$ cat src/rtl/md_unit_pkg.sv
// Shared definitions for the RV32M multiply/divide unit: ALU function codes
// for the M extension, the unit's state type and the unknown-function marker.
package md_unit_pkg;

  localparam logic [4:0] ALU_MUL    = 5'h0a;
  localparam logic [4:0] ALU_MULH   = 5'h0b;
  localparam logic [4:0] ALU_MULHSU = 5'h0c;
  localparam logic [4:0] ALU_MULHU  = 5'h0d;
  localparam logic [4:0] ALU_DIV    = 5'h0e;
  localparam logic [4:0] ALU_DIVU   = 5'h0f;
  localparam logic [4:0] ALU_REM    = 5'h10;
  localparam logic [4:0] ALU_REMU   = 5'h11;

  // Result returned for a function code the unit does not implement
  localparam logic [31:0] MD_BAAD_WORD = 32'hbaadbeef;

  typedef enum logic [2:0] {
    MD_IDLE,
    MD_MUL,
    MD_DIV,
    MD_FIX,
    MD_DONE
  } md_state_e;

endpackage

$ cat src/rtl/md_divider.sv
// Unsigned XLEN-bit radix-2 restoring divider. A start pulse loads the
// operands; one quotient bit is produced per cycle, indexed by a counter
// running XLEN-1 down to 0. o_done is high during the final iteration, so
// quotient and remainder are valid from the following cycle on.
module md_divider #(
  parameter int unsigned XLEN = 32
) (
  input  logic            i_clk,
  input  logic            i_rst,
  input  logic            i_start,
  input  logic [XLEN-1:0] i_dividend,
  input  logic [XLEN-1:0] i_divisor,
  output logic            o_done,
  output logic [XLEN-1:0] o_quotient,
  output logic [XLEN-1:0] o_remainder
);

  localparam int unsigned CW = $clog2(XLEN);

  logic            r_run;
  logic [CW-1:0]   r_cnt;
  logic [XLEN-1:0] r_dvd;
  logic [XLEN-1:0] r_dvs;
  logic [XLEN-1:0] r_rem;
  logic [XLEN-1:0] r_quo;

  logic [XLEN:0]   w_shift;
  logic            w_fits;
  logic [XLEN-1:0] w_diff;

  // Partial remainder with the next dividend bit appended; the subtraction
  // is only kept when the divisor fits, and then the result is below 2^XLEN.
  assign w_shift = {r_rem, r_dvd[r_cnt]};
  assign w_fits  = (w_shift >= {1'b0, r_dvs});
  assign w_diff  = w_shift[XLEN-1:0] - r_dvs;

  // Load on start, then one restoring step per cycle until the counter hits 0
  always_ff @(posedge i_clk) begin
    if (i_rst) begin
      r_run <= 1'b0;
      r_cnt <= '0;
      r_dvd <= '0;
      r_dvs <= '0;
      r_rem <= '0;
      r_quo <= '0;
    end else if (i_start) begin
      r_run <= 1'b1;
      r_cnt <= CW'(XLEN - 1);
      r_dvd <= i_dividend;
      r_dvs <= i_divisor;
      r_rem <= '0;
      r_quo <= '0;
    end else if (r_run) begin
      r_rem        <= w_fits ? w_diff : w_shift[XLEN-1:0];
      r_quo[r_cnt] <= w_fits;
      r_cnt        <= r_cnt - CW'(1);
      if (r_cnt == '0) r_run <= 1'b0;
    end
  end

  assign o_done      = r_run && (r_cnt == '0);
  assign o_quotient  = r_quo;
  assign o_remainder = r_rem;

endmodule

$ cat src/rtl/md_unit.sv
// Multi-cycle RV32M multiply/divide unit. One operation is accepted through a
// valid/ready handshake; the result is held until the consumer takes it.
// Multiply completes in one registered cycle; divide runs the restoring core
// and fixes signs afterwards. Divide-by-zero, signed overflow and unknown
// function codes complete straight away.
module md_unit
  import md_unit_pkg::*;
#(
  parameter int unsigned XLEN  = 32,
  parameter int unsigned TAG_W = 5
) (
  input  logic             clock,
  input  logic             reset,
  input  logic             flush,
  input  logic             in_valid,
  output logic             in_ready,
  input  logic [4:0]       func,
  input  logic [XLEN-1:0]  opa,
  input  logic [XLEN-1:0]  opb,
  input  logic [TAG_W-1:0] in_tag,
  output logic             out_valid,
  input  logic             out_ready,
  output logic [XLEN-1:0]  result,
  output logic [TAG_W-1:0] out_tag,
  output logic             busy
);

  localparam logic [XLEN-1:0] LP_BAAD = XLEN'(MD_BAAD_WORD);
  localparam logic [XLEN-1:0] LP_MIN  = {1'b1, {(XLEN-1){1'b0}}};

  md_state_e        r_state, w_next;
  logic [4:0]       r_func;
  logic [XLEN-1:0]  r_opa, r_opb;
  logic             r_q_neg, r_r_neg;
  logic [XLEN-1:0]  r_result;
  logic [TAG_W-1:0] r_tag;

  logic            w_accept, w_is_mul, w_is_div, w_signed_div;
  logic            w_div_skip, w_div_start, w_div_done;
  logic [XLEN-1:0] w_fast_res, w_abs_a, w_abs_b, w_quo, w_rem, w_div_res;
  logic [XLEN:0]   w_a_ext, w_b_ext;
  logic [2*XLEN-1:0] w_a_wide, w_b_wide, w_prod;
  logic [XLEN-1:0] w_mul_res;

  assign in_ready  = (r_state == MD_IDLE);
  assign busy      = (r_state != MD_IDLE);
  assign out_valid = (r_state == MD_DONE);
  assign result    = r_result;
  assign out_tag   = r_tag;

  assign w_accept     = in_valid && in_ready && !flush;
  assign w_is_mul     = (func >= ALU_MUL) && (func <= ALU_MULHU);
  assign w_is_div     = (func >= ALU_DIV) && (func <= ALU_REMU);
  assign w_signed_div = (func == ALU_DIV) || (func == ALU_REM);
  assign w_div_skip   = w_is_div && ((opb == '0) ||
                        (w_signed_div && (opa == LP_MIN) && (opb == '1)));
  assign w_div_start  = w_accept && w_is_div && !w_div_skip;

  assign w_abs_a = (w_signed_div && opa[XLEN-1]) ? -opa : opa;
  assign w_abs_b = (w_signed_div && opb[XLEN-1]) ? -opb : opb;

  // Result for operations that complete on the accept edge
  always_comb begin
    w_fast_res = LP_BAAD;
    if (w_is_div) begin
      if (opb == '0)
        w_fast_res = ((func == ALU_DIV) || (func == ALU_DIVU)) ? '1 : opa;
      else
        w_fast_res = (func == ALU_DIV) ? opa : '0;
    end
  end

  // The top two bits of the (2*XLEN+2)-bit product never reach the result,
  // so the sign-extended operands are multiplied modulo 2^(2*XLEN).
  assign w_a_ext  = {((r_func == ALU_MULH) || (r_func == ALU_MULHSU)) && r_opa[XLEN-1], r_opa};
  assign w_b_ext  = {(r_func == ALU_MULH) && r_opb[XLEN-1], r_opb};
  assign w_a_wide = {{(XLEN-1){w_a_ext[XLEN]}}, w_a_ext};
  assign w_b_wide = {{(XLEN-1){w_b_ext[XLEN]}}, w_b_ext};
  assign w_prod   = w_a_wide * w_b_wide;
  assign w_mul_res = (r_func == ALU_MUL) ? w_prod[XLEN-1:0] : w_prod[2*XLEN-1:XLEN];

  assign w_div_res = ((r_func == ALU_DIV) || (r_func == ALU_DIVU))
                     ? (r_q_neg ? -w_quo : w_quo)
                     : (r_r_neg ? -w_rem : w_rem);

  md_divider #(.XLEN(XLEN)) u_div (
    .i_clk       (clock),
    .i_rst       (reset),
    .i_start     (w_div_start),
    .i_dividend  (w_abs_a),
    .i_divisor   (w_abs_b),
    .o_done      (w_div_done),
    .o_quotient  (w_quo),
    .o_remainder (w_rem)
  );

  // State register
  always_ff @(posedge clock) begin
    if (reset) r_state <= MD_IDLE;
    else       r_state <= w_next;
  end

  // Next-state decode; flush returns to IDLE from anywhere
  always_comb begin
    w_next = r_state;
    case (r_state)
      MD_IDLE: if (w_accept) begin
        if (w_is_mul)                     w_next = MD_MUL;
        else if (w_is_div && !w_div_skip) w_next = MD_DIV;
        else                              w_next = MD_DONE;
      end
      MD_MUL:  w_next = MD_DONE;
      MD_DIV:  if (w_div_done) w_next = MD_FIX;
      MD_FIX:  w_next = MD_DONE;
      MD_DONE: if (out_ready) w_next = MD_IDLE;
      default: w_next = MD_IDLE;
    endcase
    if (flush) w_next = MD_IDLE;
  end

  // Operand latch on accept and result capture on completion
  always_ff @(posedge clock) begin
    if (reset) begin
      r_func   <= '0;
      r_opa    <= '0;
      r_opb    <= '0;
      r_q_neg  <= 1'b0;
      r_r_neg  <= 1'b0;
      r_result <= '0;
      r_tag    <= '0;
    end else begin
      if (w_accept) begin
        r_func   <= func;
        r_opa    <= opa;
        r_opb    <= opb;
        r_tag    <= in_tag;
        r_q_neg  <= w_signed_div && (opa[XLEN-1] ^ opb[XLEN-1]);
        r_r_neg  <= w_signed_div && opa[XLEN-1];
        r_result <= w_fast_res;
      end
      if (r_state == MD_MUL) r_result <= w_mul_res;
      if (r_state == MD_FIX) r_result <= w_div_res;
    end
  end

endmodule

$ cat config.mk
export PLATFORM = sky130hd
export DESIGN_NAME = md_unit
export DESIGN_NICKNAME = d
export VERILOG_FILES = /design/src/rtl/md_unit_pkg.sv /design/src/rtl/md_divider.sv /design/src/rtl/md_unit.sv
export SDC_FILE = /design/constraint.sdc
export NUM_CORES = 2
export LEC_CHECK = 0
export ABC_CLOCK_PERIOD_IN_PS = 20100
export CAP_MARGIN = 20
export CORE_MARGIN = 1.5
export CORE_UTILIZATION = 60
export CTS_CLUSTER_DIAMETER = 60
export DETAILED_ROUTE_END_ITERATION = 8
export HOLD_SLACK_MARGIN = 0.06
export PLACE_DENSITY = 0.86
export SYNTH_ARGS = -nofsm -noshare
export SYNTH_HDL_FRONTEND = slang
export SYNTH_SLANG_ARGS = --single-unit
export TNS_END_PERCENT = 20
$ cat constraint.sdc
create_clock -name clock -period 20.1 [get_ports clock]
set_input_delay 3.015 -clock clock [delete_from_list [all_inputs] [get_ports clock]]
set_output_delay 3.015 -clock clock [all_outputs]
set_load 0.01 [all_outputs]
==> results.cfg <==
[yosys]
synth_seq_area_share_pct = 9.230
syn_area_mm2 = 0.05314
synth_cell_types = 90
synth_edf_count = 0
yosys-top-cells-area = fa_1, dfxtp_1, inv_1, nand2_1, ha_1
avgSynthCellArea_um2 = 8.492
syn-instance-count = 6258
synth_top_area_share_pct = 42.42
synthMostInstantiatedCell = inv_1
ys_seq_elements = 245
yosys_warnings = 0
syn-num-nets = 7717
synth_ff_type = dfxtp_1
async_flop_share_pct = 0
synth_top_cell_by_area = fa_1
synth_top_cells_by_count = inv_1, fa_1, nand2_1

[route]
vias_per_cell = 6.011
vias = 43900
drc = 0
drtPass1Iterations = 8
wl_um = 155900
drtIter0Drc = 4153
ant_nets = 0
wl_per_cell_um = 21.35

[sta]
fin_crit_ns = 9.959
whs_ns = 0.4530
maxSlewHeadroom_pct = 23.15
setup_tns_ns = 0
hold_violations = 0
fin_ws_ns = 10.14
max_freq_ghz = 0.1004
drv_slew = 0
setup_violations = 0
period_share_pct = 49.55
worst_slew_pin_slew_ns = 1.151
grt_setup_unrepaired = false
finClkSkew_ns = 0.02188

[floorplanning]
rows = 108
core_area_mm2 = 0.08729
ios = 119
die_h_um = 300.6
fp.dieW_um = 300.6
dieArea_mm2 = 0.09036
initial_core_util_pct = 60.88

[global_route]
grt_use_total_pct = 35.38
antenna_found_initial = 7
grt_max_degree = 120
grt_pass1_wl_um = 249400
overflow = 0
grt_pass1_vias = 46230

[clock_tree]
cts_resized = 0
insertion_delay_ns = 0.58
numCtsBuffers = 31
tritoncts = built
cts-root-buf = clkbuf_16
htreeDepth = 1
path_clk_slew_ns = 0.07
cts_buffer_depth = 3
postCtsHoldBufs = 0
cts_setup_buffers = 0
cts_num_sinks = 245

[pwr]
ir_drop_mv = 0.07691
leakagePower_nw = 25.05
pwr_density_cell_mw_per_mm2 = 30.76

[hold_path]
whs_path_depth = 2
hold_path.class = flip-flop to flip-flop

[worst_setup_path]
worstPathArrival_ns = 10.42
critPathLaunchType = flip-flop
cp.required_ns = 20.56
r2r_cells = 26
cp_max_fo = 31
cp-end-kind = flip-flop
criticalPathCategory = flip-flop to flip-flop

[placement]
post-place-ws_ns = 10.28
gp_congestion = 1.006
dp_hpwl_um = 122200
placed_area_mm2 = 0.05501
numPortBuffers = 118

[run_status]
outcome = completed

[layout]
postLayoutCellArea_mm2 = 0.05604
fin_nets = 7584
drive_above_1_share_pct = 3.710
syn_to_final_growth_pct = 5.453

[run]
drv_cap = 0
## cells by family (layout without fill, tap and decap cells)
| group | after synthesis | count (layout) | share of synthesized area, % |
|---|---|---|---|
| simple gates | 1993 | 1993 | 17.00 |
| buf+inv | 1611 | 1499 | 11.45 |
| fa+ha+maj | 1380 | 1380 | 48.40 |
| compound gates | 798 | 798 | 9.877 |
| flops | 245 | 245 | 9.230 |
| xor+xnor | 212 | 212 | 3.494 |
| mux | 19 | 19 | 0.5509 |
| other cells | 0 | 2 | 0 |
## cell type report
type	count	area, um^2
multi-input combinational	4402	42170
fill	7003	31260
sequential	245	4911
inverter	1239	4651
timing repair buffer	206	1876
tap	1155	1445
clock buffer	40	869.6
clock inverter	14	108.9
antenna	2	5.005
## sequential cells by signal, indices dropped and copies added, names as in the netlist, 32 cells and up
register / count
u_div.o_remainder: 32
result: 32
u_div.r_dvd: 32
u_div.r_dvs: 32
r_opb: 32
u_div.o_quotient: 32
r_opa: 32
## path summary, 6_finish.rpt
| check | from | endpoint | slack (ns) |
|---|---|---|---|
| hold reg to reg | r_opa[28] | r_opa[28] | 0.45 |
| hold / removal | r_opa[28] | r_opa[28] | 0.45 |
| setup / recovery | r_func[1] | result[31] | 10.14 |
| setup reg to reg | r_func[1] | result[31] | 10.14 |
## cell usage in the layout, fill, tap and decap left out, drive strengths merged, types with 7 or more instances in the layout
cell type	n
a211oi	123
a21o	39
a21oi	276
a221oi	10
a31oi	26
and2	326
and3	7
buf	89
clkbuf	40
clkdlybuf4s50	117
dfxtp	245
fa	1126
ha	254
inv	1246
mux2i	9
mux4	8
nand2	1078
nand2b	27
nand3	40
nand3b	10
nand4	32
nor2	299
nor2b	17
nor3	68
nor4	16
o211ai	17
o21a	18
o21ai	141
o21bai	18
o221ai	7
o22ai	8
o31ai	38
o41ai	12
or2	11
or3	29
or4	15
xnor2	123
xor2	89
## where the power goes
part	internal [mW]	leakage, nW	switching, mW
registers	0.502	1.99	0.0208
clock network	0.307	0.480	0.239
logic	0.214	22.6	0.441
total	1.02	25.1	0.700
## per-layer routing
metal / GRT usage, % / wire length [um] / up-vias
li1: - / - / 18800
met1: 45.43 / 55990 / 21940
met2: 56.12 / 71560 / 2552
met3: 7.294 / 17810 / 607
met4: 19.99 / 10550 / 4
met5: 0 / 22 / -
## stage by stage
| stage | cells | utilization [%] | power [mW] |
|---|---|---|---|
| floorplan | 6258 | - | 0.9404 |
| global placement | 7245 | 63.01 | 1.145 |
| detailed placement | 7245 | 63.01 | 1.161 |
| CTS | 7299 | 64.14 | 1.697 |
| global route | 7302 | 64.19 | 1.789 |
| finish | 7303 | 64.20 | 1.724 |
## critical path, stage by stage (launching register included)
cell       delay (ns)
dfxtp_1          0.42
nand3b_1         0.38
a21oi_2          0.25
buf_4            0.37
nand2_1          0.22
fa_1             0.58
fa_1             0.52
inv_1            0.08
fa_1             0.80
inv_1            0.28
fa_1             0.86
inv_1            0.40
fa_1             0.58
fa_1             0.53
fa_1             0.51
inv_1            0.05
fa_1             0.47
inv_1            0.04
ha_1             0.40
nand4_1          0.19
nor4_1           0.55
o2111ai_1        0.26
a21oi_1          0.39
o21ai_0          0.19
mux2_2           0.29
o21ai_0          0.15
o21ai_1          0.08
Note: power is estimated with default switching activity, not from simulation.
